### src/rtl/atm_pkg.sv
// Shared definitions for the ATM controller: PIN-entry FSM states, keypad
// constants and the top-level controller state codes.
package atm_pkg;

    localparam int DIGIT_W   = 4;
    localparam int MAX_DIGIT = 9;

    typedef enum logic [2:0] {
        PS_IDLE,
        PS_COLLECT,
        PS_CHECK,
        PS_DONE,
        PS_LOCKED
    } pin_state_t;

    // Top-level controller state codes shared with the next-state logic.
    localparam logic [2:0] ATM_ST_IDLE     = 3'b000;
    localparam logic [2:0] ATM_ST_PIN      = 3'b001;
    localparam logic [2:0] ATM_ST_MENU     = 3'b010;
    localparam logic [2:0] ATM_ST_WITHDRAW = 3'b011;
    localparam logic [2:0] ATM_ST_DEPOSIT  = 3'b100;
    localparam logic [2:0] ATM_ST_BALANCE  = 3'b101;
    localparam logic [2:0] ATM_ST_EJECT    = 3'b110;

    function automatic logic is_digit(input logic [DIGIT_W-1:0] k);
        return k <= DIGIT_W'(MAX_DIGIT);
    endfunction

endpackage

### src/rtl/atm_pin_shreg.sv
// Digit buffer for PIN entry: shifts accepted digits in at the LS nibble,
// counts them, flags a full entry and compares against the stored PIN.
module atm_pin_shreg
    import atm_pkg::*;
#(
    parameter int PIN_DIGITS = 4
) (
    input  logic                          clk,
    input  logic                          rst_n,
    input  logic                          clr,
    input  logic                          shift,
    input  logic [DIGIT_W-1:0]            digit,
    input  logic [DIGIT_W*PIN_DIGITS-1:0] stored_pin,
    output logic                          full,
    output logic                          match
);

    localparam int BUF_W = DIGIT_W * PIN_DIGITS;
    localparam int CNT_W = $clog2(PIN_DIGITS + 1);

    logic [BUF_W-1:0] digit_buf;
    logic [CNT_W-1:0] digit_cnt;

    assign full  = (digit_cnt == CNT_W'(PIN_DIGITS));
    assign match = (digit_buf == stored_pin);

    // NOTE: sequential state uses non-blocking assignments so every register
    // samples pre-edge values, independent of statement order.
    always_ff @(posedge clk or negedge rst_n) begin
        if (!rst_n) begin
            digit_buf <= '0;
            digit_cnt <= '0;
        end else if (clr) begin
            digit_buf <= '0;
            digit_cnt <= '0;
        end else if (shift && !full) begin
            digit_buf <= {digit_buf[BUF_W-DIGIT_W-1:0], digit};
            digit_cnt <= digit_cnt + CNT_W'(1);
        end
    end

endmodule

### src/rtl/atm_pin_entry.sv
// PIN entry/verification stage: collects keypad digits, checks them against
// the card PIN, counts failures and locks. Optional idle timeout: ATM_PIN_TIMEOUT_EN.
module atm_pin_entry
    import atm_pkg::*;
#(
    parameter int PIN_DIGITS     = 4,
    parameter int MAX_TRIES      = 3,
    parameter int TIMEOUT_CYCLES = 1000
) (
    input  logic                          clk,
    input  logic                          rst_n,
    input  logic                          start,
    input  logic                          b,
    input  logic                          key_valid,
    input  logic [DIGIT_W-1:0]            key,
    input  logic [DIGIT_W*PIN_DIGITS-1:0] stored_pin,
    input  logic                          unlock,
    output logic                          e,
    output logic                          v,
    output logic                          lock,
    output logic [2:0]                    tries
);

    if (PIN_DIGITS < 2 || PIN_DIGITS > 8 || MAX_TRIES < 1 || MAX_TRIES > 7 ||
        TIMEOUT_CYCLES < 1) begin : g_bad_param
        $error("atm_pin_entry: parameter out of range");
    end

    pin_state_t state;
    logic       cancel;
    logic       clr;
    logic       shift;
    logic       full;
    logic       match;
    logic       timeout;
    logic       force_fail;
    logic [2:0] tries_inc;

    assign cancel    = !start || b;
    assign clr       = (state == PS_IDLE && !cancel) ||
                       ((state == PS_COLLECT || state == PS_CHECK) && cancel);
    assign shift     = (state == PS_COLLECT) && !cancel && key_valid && is_digit(key);
    assign tries_inc = tries + 3'd1;

    atm_pin_shreg #(.PIN_DIGITS(PIN_DIGITS)) u_shreg (
        .clk       (clk),
        .rst_n     (rst_n),
        .clr       (clr),
        .shift     (shift),
        .digit     (key),
        .stored_pin(stored_pin),
        .full      (full),
        .match     (match)
    );

`ifdef ATM_PIN_TIMEOUT_EN
    localparam int TMO_W = $clog2(TIMEOUT_CYCLES + 1);

    logic [TMO_W-1:0] tmo_cnt;

    assign timeout = (tmo_cnt == TMO_W'(TIMEOUT_CYCLES));

    // force_fail is high exactly in the CHECK cycle reached through a timeout.
    always_ff @(posedge clk or negedge rst_n) begin
        if (!rst_n) begin
            tmo_cnt    <= '0;
            force_fail <= 1'b0;
        end else begin
            force_fail <= (state == PS_COLLECT) && !cancel && !full && timeout;
            if (state != PS_COLLECT || shift) begin
                tmo_cnt <= '0;
            end else if (!timeout) begin
                tmo_cnt <= tmo_cnt + TMO_W'(1);
            end
        end
    end
`else
    assign timeout    = 1'b0;
    assign force_fail = 1'b0;
`endif

    always_ff @(posedge clk or negedge rst_n) begin
        if (!rst_n) begin
            state <= PS_IDLE;
            e     <= 1'b0;
            v     <= 1'b0;
            lock  <= 1'b0;
            tries <= 3'd0;
        end else begin
            case (state)
                PS_IDLE: begin
                    e <= 1'b0;
                    v <= 1'b0;
                    if (!cancel) state <= PS_COLLECT;
                end
                PS_COLLECT: begin
                    if (cancel)       state <= PS_IDLE;
                    else if (full)    state <= PS_CHECK;
                    else if (timeout) state <= PS_CHECK;
                end
                PS_CHECK: begin
                    if (cancel) begin
                        state <= PS_IDLE;
                    end else if (match && !force_fail) begin
                        state <= PS_DONE;
                        e     <= 1'b1;
                        v     <= 1'b1;
                        tries <= 3'd0;
                    end else begin
                        tries <= tries_inc;
                        e     <= 1'b1;
                        v     <= 1'b0;
                        if (tries_inc == 3'(MAX_TRIES)) begin
                            state <= PS_LOCKED;
                            lock  <= 1'b1;
                        end else begin
                            state <= PS_DONE;
                        end
                    end
                end
                PS_DONE: begin
                    if (cancel) begin
                        state <= PS_IDLE;
                        e     <= 1'b0;
                        v     <= 1'b0;
                    end
                end
                PS_LOCKED: begin
                    if (unlock) begin
                        state <= PS_IDLE;
                        lock  <= 1'b0;
                        tries <= 3'd0;
                        e     <= 1'b0;
                        v     <= 1'b0;
                    end
                end
                default: state <= PS_IDLE;
            endcase
        end
    end

endmodule

### config.mk
export PLATFORM = sky130hd
export DESIGN_NAME = atm_pin_entry
export DESIGN_NICKNAME = d
export VERILOG_FILES = /design/src/rtl/atm_pkg.sv /design/src/rtl/atm_pin_shreg.sv /design/src/rtl/atm_pin_entry.sv
export SDC_FILE = /design/constraint.sdc
export NUM_CORES = 1
export LEC_CHECK = 0
export ABC_AREA = 1
export CAP_MARGIN = 10
export CORE_ASPECT_RATIO = 1.25
export CORE_MARGIN = 2
export CORE_UTILIZATION = 55
export CTS_BUF_LIST = sky130_fd_sc_hd__clkbuf_2
export CTS_CLUSTER_DIAMETER = 50
export DETAILED_ROUTE_END_ITERATION = 6
export PLACE_DENSITY = 0.91
export SLEW_MARGIN = 20
export SYNTH_ARGS = -nofsm -noshare
export SYNTH_HDL_FRONTEND = slang
export SYNTH_SLANG_ARGS = --single-unit
### constraint.sdc
create_clock -name clk -period 2.82 [get_ports clk]
set_input_delay 0.564 -clock clk [delete_from_list [all_inputs] [get_ports clk]]
set_output_delay 0.564 -clock clk [all_outputs]
set_load 0.005 [all_outputs]
==> results of run 1 <==
[sequential cells by signal, indices dropped and copies added (netlist names)]
signal	flops
u_shreg.digit_cnt	3
e	1
tries	3
lock	1
u_shreg.digit_buf	16
state	3
v	1
[per-layer routing]
metal / up-vias / global-route usage (%) / part of all wire (%) / wire length, um
li1: 763 / - / - / -
met1: 647 / 25.55 / 44 / 1378
met2: 28 / 36.13 / 51 / 1606
met3: 2 / 1.584 / 4.1 / 127
met4: 0 / 7.692 / 0.64 / 20
met5: - / 0 / 0 / 0
[tightest hold or removal path, stage by stage (launching register included)]
cell and delay (ns):
dfrtp_1 0.40, nand2_1 0.05, nand2_1 0.05
[logic make-up (layout without fill, tap and decap cells)]
group | count (synthesis) | count (layout) | synth area share (%)
AND/OR/NAND/NOR | 117 | 117 | 29.29
AO/OA/AOI/OAI | 25 | 25 | 13.95
XOR/XNOR | 2 | 2 | 1.023
flip-flops | 28 | 28 | 40.91
buffers and inverters | 48 | 82 | 11.91
adder cells (fa/ha/maj) | 4 | 4 | 2.922
[final timing paths]
check | cells after the start | from | endpoint | slack [ns]
min in group asynchronous | 2 | rst_n | state[1] | 0.53
hold reg to reg | 2 | e | e | 0.52
max in group asynchronous | 2 | rst_n | lock | 2.02
setup / recovery | 9 | start | u_shreg.digit_cnt[2] | 0.87
hold / removal | 2 | e | e | 0.52
setup reg to reg | 7 | u_shreg.digit_cnt[0] | u_shreg.digit_cnt[2] | 1.18
[stage by stage]
stage / utilization, % / cell area [um^2] / setup slack (ns) / std cells / power [uW]
after floorplan: - / 1713 / 1.193 / 224 / 745.6
after global placement: 69.41 / 2044 / 0.5339 / 290 / 823.3
after detailed placement: 69.41 / 2044 / 0.4852 / 290 / 827.8
after CTS: 70.05 / 2063 / 0.8760 / 294 / 969.8
after global routing: 70.05 / 2063 / 0.7852 / 294 / 1036
final: 70.05 / 2063 / 0.8673 / 294 / 962.6
[power by group]
group | switching, uW | internal [uW] | total (uW)
Sequential | 36.6 | 431 | 468
Clock | 111 | 30.8 | 141
Combinational | 206 | 148 | 353
Total | 353 | 610 | 963
[synthesized netlist by cell type, drive strengths merged]
library cell	count	area, um^2
o21ai	8	40.04
nand3	10	50.05
xor2	2	17.52
nand2	84	332.8
dfrtp	28	700.7
o22ai	14	150.1
nor3	3	15.01
a21boi	1	11.26
a21oi	1	16.27
buf	2	31.28
nand4	3	25.02
ha	4	50.05
o31ai	1	21.27
nor2	15	66.32
inv	46	172.7
or2	2	12.52
[layout make-up]
cell class	instances	area (um^2)
clock inverters	1	3.754
multi-input cells	148	808.3
flip-flops and latches	28	700.7
fillers	245	882.1
repair buffers	32	317.8
well taps	36	45.04
inverters	46	172.7
clock buffers	3	15.01
==> flow_summary.ini, run 1 <==
[outcome]
outcome = complete, no violations

[floorplan]
io_pins = 32
dieArea_um2 = 3580
core_area_um2 = 2945
die_x_um = 53.92
initial_core_util_pct = 58.16
rows = 22
fp.dieH_um = 66.40

[worst_setup_path]
path_buf_inv = 2
cp.arrival_ns = 2.26
critPathMaxStageDelay_ns = 0.45
cp.required_ns = 3.13
crit_top_cell = nand2_4
cp-end-kind = flip-flop
path_cells = clkdlybuf4s50_1 > inv_1 > nor2_4 > nand4_2 > a21oi_4 > nand2_4 > nand2_4 > nand3_1 > nand2_1
crit_type = in2reg
cp-start-kind = input pin
slowest_stage = clkdlybuf4s50_1
critical_path.max_fanout = 18
critPathTopFamily = simple AND/OR/NAND/NOR gates

[yosys]
synth_cell_types = 25
synth_nets = 254
syn_area_per_cell_um2 = 7.647
ys_seq_area_share_pct = 40.91
syn_inst = 224
synth_area_um2 = 1713
ys_ff_latch = 28
ys_warn_count = 0

[detailed_routing]
drtIter0Drc = 19
routed_wl_um = 3132
wire_per_inst_um = 10.65
antenna_left = 0
vias = 1440
first_pass_iters = 4
via_per_inst = 4.898
drc = 0

[timing]
finalClockSkew_ns = 0.005799
final-hold-violation-count = 0
rsz0062_at_grt = false
relSlewSlack_pct = 67.19
fmax_mhz = 512.1
finalCriticalPeriod_ns = 1.953
maxSlewViolCount = 0
setup_tns_ns = 0
whs_ns = 0.5180
setup_violations = 0
worst_pin_slew_ns = 0.4884
final.period_utilization_pct = 69.24

[final_layout]
drive_above_1_share_pct = 10.47
fin_nets = 289
syn2layout_area_growth_pct = 20.45
layout_commonest_cell = nand2_1
final_cell_mix = nand2_1, inv_1, clkdlybuf4s50_1, dfrtp_1, nor2_1
diodes = 0

[clock_network]
clkSlewWorstSetupHoldPaths_ns = 0.24
cts_buffer_depth = 2
cts_tree = built
clock_sinks = 28
ctsHoldBuffers = 0
htreeDepth = 1
cts_resized = 0
post-cts-setup-buffers = 0
clock_latency_ns = 0.35
ctsRootBufferMaster = clkbuf_2
numCtsBuffers = 3

[power_and_ir_drop]
ir_drop_mv = 0.4516
powerDensity_nw_per_um2 = 466.6
leakage_uw = 0.001049

[job]
drv_cap = 0

[global_routing]
grt_start_max_net_pins = 29
antenna_found_initial = 0
overflow = 0
grt_pass1_vias = 1361
grt_pass1_wl_um = 5451
grt_util_all_layers_pct = 20.60

[placement]
dp_hpwl_um = 2409
finalWeightedCongestion = 0.8380
port_buffers = 31

[worst_hold_path]
hold_class = reg2reg
No activity file was read; power rests on OpenSTA's default activity.
==> inputs of run 2 (changes only) <==
--- a/config.mk
+++ b/config.mk
@@ -9,11 +9,11 @@
 export CAP_MARGIN = 10
 export CORE_ASPECT_RATIO = 1.25
 export CORE_MARGIN = 2
-export CORE_UTILIZATION = 55
+export CORE_UTILIZATION = 54
 export CTS_BUF_LIST = sky130_fd_sc_hd__clkbuf_2
 export CTS_CLUSTER_DIAMETER = 50
 export DETAILED_ROUTE_END_ITERATION = 6
-export PLACE_DENSITY = 0.91
+export PLACE_DENSITY = 0.89
 export SLEW_MARGIN = 20
 export SYNTH_ARGS = -nofsm -noshare
 export SYNTH_HDL_FRONTEND = slang
==> constraint.sdc (replaced) <==
create_clock -name clk -period 1.9 [get_ports clk]
set_input_delay 0.38 -clock clk [delete_from_list [all_inputs] [get_ports clk]]
set_output_delay 0.38 -clock clk [all_outputs]
set_load 0.005 [all_outputs]
==> run 2 against run 1 <==
Compared with the run above:
- cell count rose by 1.7%
- largest power group unchanged
- register-to-register slack got worse by 0.83 ns
- core utilization rose by 1.0 points
- die area rose by 1.7%
- critical path depth fell by 8
- clock-buffer cell count did not move
- clock power rose by 50%
- critical path type is now reg2out
- sequential cell count did not move
- total power rose by 50%
- sequential share of layout area fell by 0.80 points
==> flow_summary.ini, run 2 (synthesized netlist as in run 1, its figures left out) <==
[worst_setup_path]
cp.arrival_ns = 1.33
regToRegSetupSlack_ns = 0.35
critPathTopFamily = buffers and inverters
slowest_stage = clkdlybuf4s50_1
crit_end = tries[0]
rr_endpoint = u_shreg.digit_cnt[1]
critPathMaxStageDelay_ns = 0.52
path_cells = clkdlybuf4s50_1
ff2ff_path_depth = 6
cp-start-kind = flip-flop
startpoint = tries[0]
path_depth = 1
cp-end-kind = output pin
cp.required_ns = 1.52
crit_type = reg2out
critical_path.max_fanout = 5
r2r-start = state[2]
path_buf_inv = 1

[timing]
finalCriticalPeriod_ns = 1.712
rsz0062_at_grt = false
final.period_utilization_pct = 90.11
relSlewSlack_pct = 75.42
maxSlewViolCount = 0
setup_violations = 0
fmax_mhz = 584.1
worst_pin_slew_ns = 0.3688
finalClockSkew_ns = 0.002871
whs_ns = 0.3671
final-hold-violation-count = 0

[placement]
dp_hpwl_um = 2611
place_area_um2 = 2095
port_buffers = 31
finalWeightedCongestion = 0.8294

[power_and_ir_drop]
powerDensity_nw_per_um2 = 684.1
leakage_uw = 0.001080
ir_drop_mv = 0.4627

[detailed_routing]
wire_per_inst_um = 11.24
first_pass_iters = 4
antenna_left = 0
drc = 0
drtIter0Drc = 27
via_per_inst = 5.003
routed_wl_um = 3361
vias = 1496

[floorplan]
initial_core_util_pct = 57.62
fp.dieH_um = 66.97
rows = 22
core_area_um2 = 2973
dieArea_um2 = 3641
io_pins = 32
die_x_um = 54.38

[global_routing]
grt_pass1_vias = 1328
overflow = 0
antenna_found_initial = 0
grt_util_all_layers_pct = 20.28
grt_pass1_wl_um = 5423
grt_start_max_net_pins = 29

[worst_hold_path]
hold_class = in2async

[final_layout]
diodes = 0
drive_above_1_share_pct = 12.17
top_register = u_shreg.digit_buf
layout_commonest_cell = nand2_1
final_cell_mix = nand2_1, inv_1, clkdlybuf4s50_1, dfrtp_1, nor2_1
fin_nets = 294
syn2layout_area_growth_pct = 23.37
fin_area_um2 = 2113
largest_reg_flops = 16

[clock_network]
clkSlewWorstSetupHoldPaths_ns = 0.24
cts_resized = 0
clock_latency_ns = 0.35
cts_tree = built
cts_buffer_depth = 2
numCtsBuffers = 3
post-cts-setup-buffers = 0
ctsHoldBuffers = 0
ctsRootBufferMaster = clkbuf_2
htreeDepth = 1
clock_sinks = 28

[job]
drv_cap = 0

[outcome]
outcome = complete, no violations
## run 2: cell types whose count changed in the layout (fill, tap and decap cells not counted), sizes merged
cell / change
buf: +5
## run 2: metal layers
layer | GRT usage [%] | part of all wire (%) | vias to the layer above
met4 | 6.563 | 1.1 | 0
li1 | - | - | 771
met1 | 22.45 | 41 | 689
met5 | 0 | 0 | -
met2 | 39.01 | 54 | 31
met3 | 1.345 | 3.7 | 5
## run 2: cell type report
class / instances / area, um^2
Sequential cell: 28 / 700.7
Timing Repair Buffer: 37 / 367.9
Multi-Input combinational cell: 148 / 808.3
Clock inverter: 1 / 3.754
Inverter: 46 / 172.7
Fill cell: 243 / 859.6
Clock buffer: 3 / 15.01
Tap cell: 36 / 45.04
## run 2: worst min-delay path by stage
stage	slack, ns	cells after the start	start	to
after floorplan	0.08	0	rst_n	e
after global placement	0.46	2	lock	lock
after detailed placement	0.46	2	lock	lock
after CTS	0.36	2	rst_n	tries[0]
after global routing	0.36	2	rst_n	u_shreg.digit_buf[2]
final	0.37	2	rst_n	u_shreg.digit_buf[4]
## run 2: metrics by stage
stage | setup TNS (ns) | total power, uW | utilization, % | cells | setup WS [ns]
after floorplan | 0 | 1107 | - | 224 | 0.4565
after global placement | 0 | 1232 | 70.45 | 295 | 0.01672
after detailed placement | -1.110 | 1246 | 70.45 | 295 | -0.08990
after CTS | 0 | 1458 | 71.09 | 299 | 0.1666
after global routing | 0 | 1548 | 71.09 | 299 | 0.09572
final | 0 | 1446 | 71.09 | 299 | 0.1878
## run 2: where the power goes
group | total [uW] | internal (uW) | switching [uW] | leakage [uW]
clock | 211 | 45.7 | 165 | 0.0000140
combinational | 541 | 231 | 309 | 0.000678
sequential | 694 | 640 | 53.5 | 0.000388
==> inputs of run 3 (changes only) <==
--- a/config.mk
+++ b/config.mk
@@ -12,6 +12,7 @@
 export CORE_UTILIZATION = 54
 export CTS_BUF_LIST = sky130_fd_sc_hd__clkbuf_2
 export CTS_CLUSTER_DIAMETER = 50
+export CTS_CLUSTER_SIZE = 8
 export DETAILED_ROUTE_END_ITERATION = 6
 export PLACE_DENSITY = 0.89
 export SLEW_MARGIN = 20
==> results of run 3 <==
No change in the layout: final DEF, timing and power equal those of run 2.
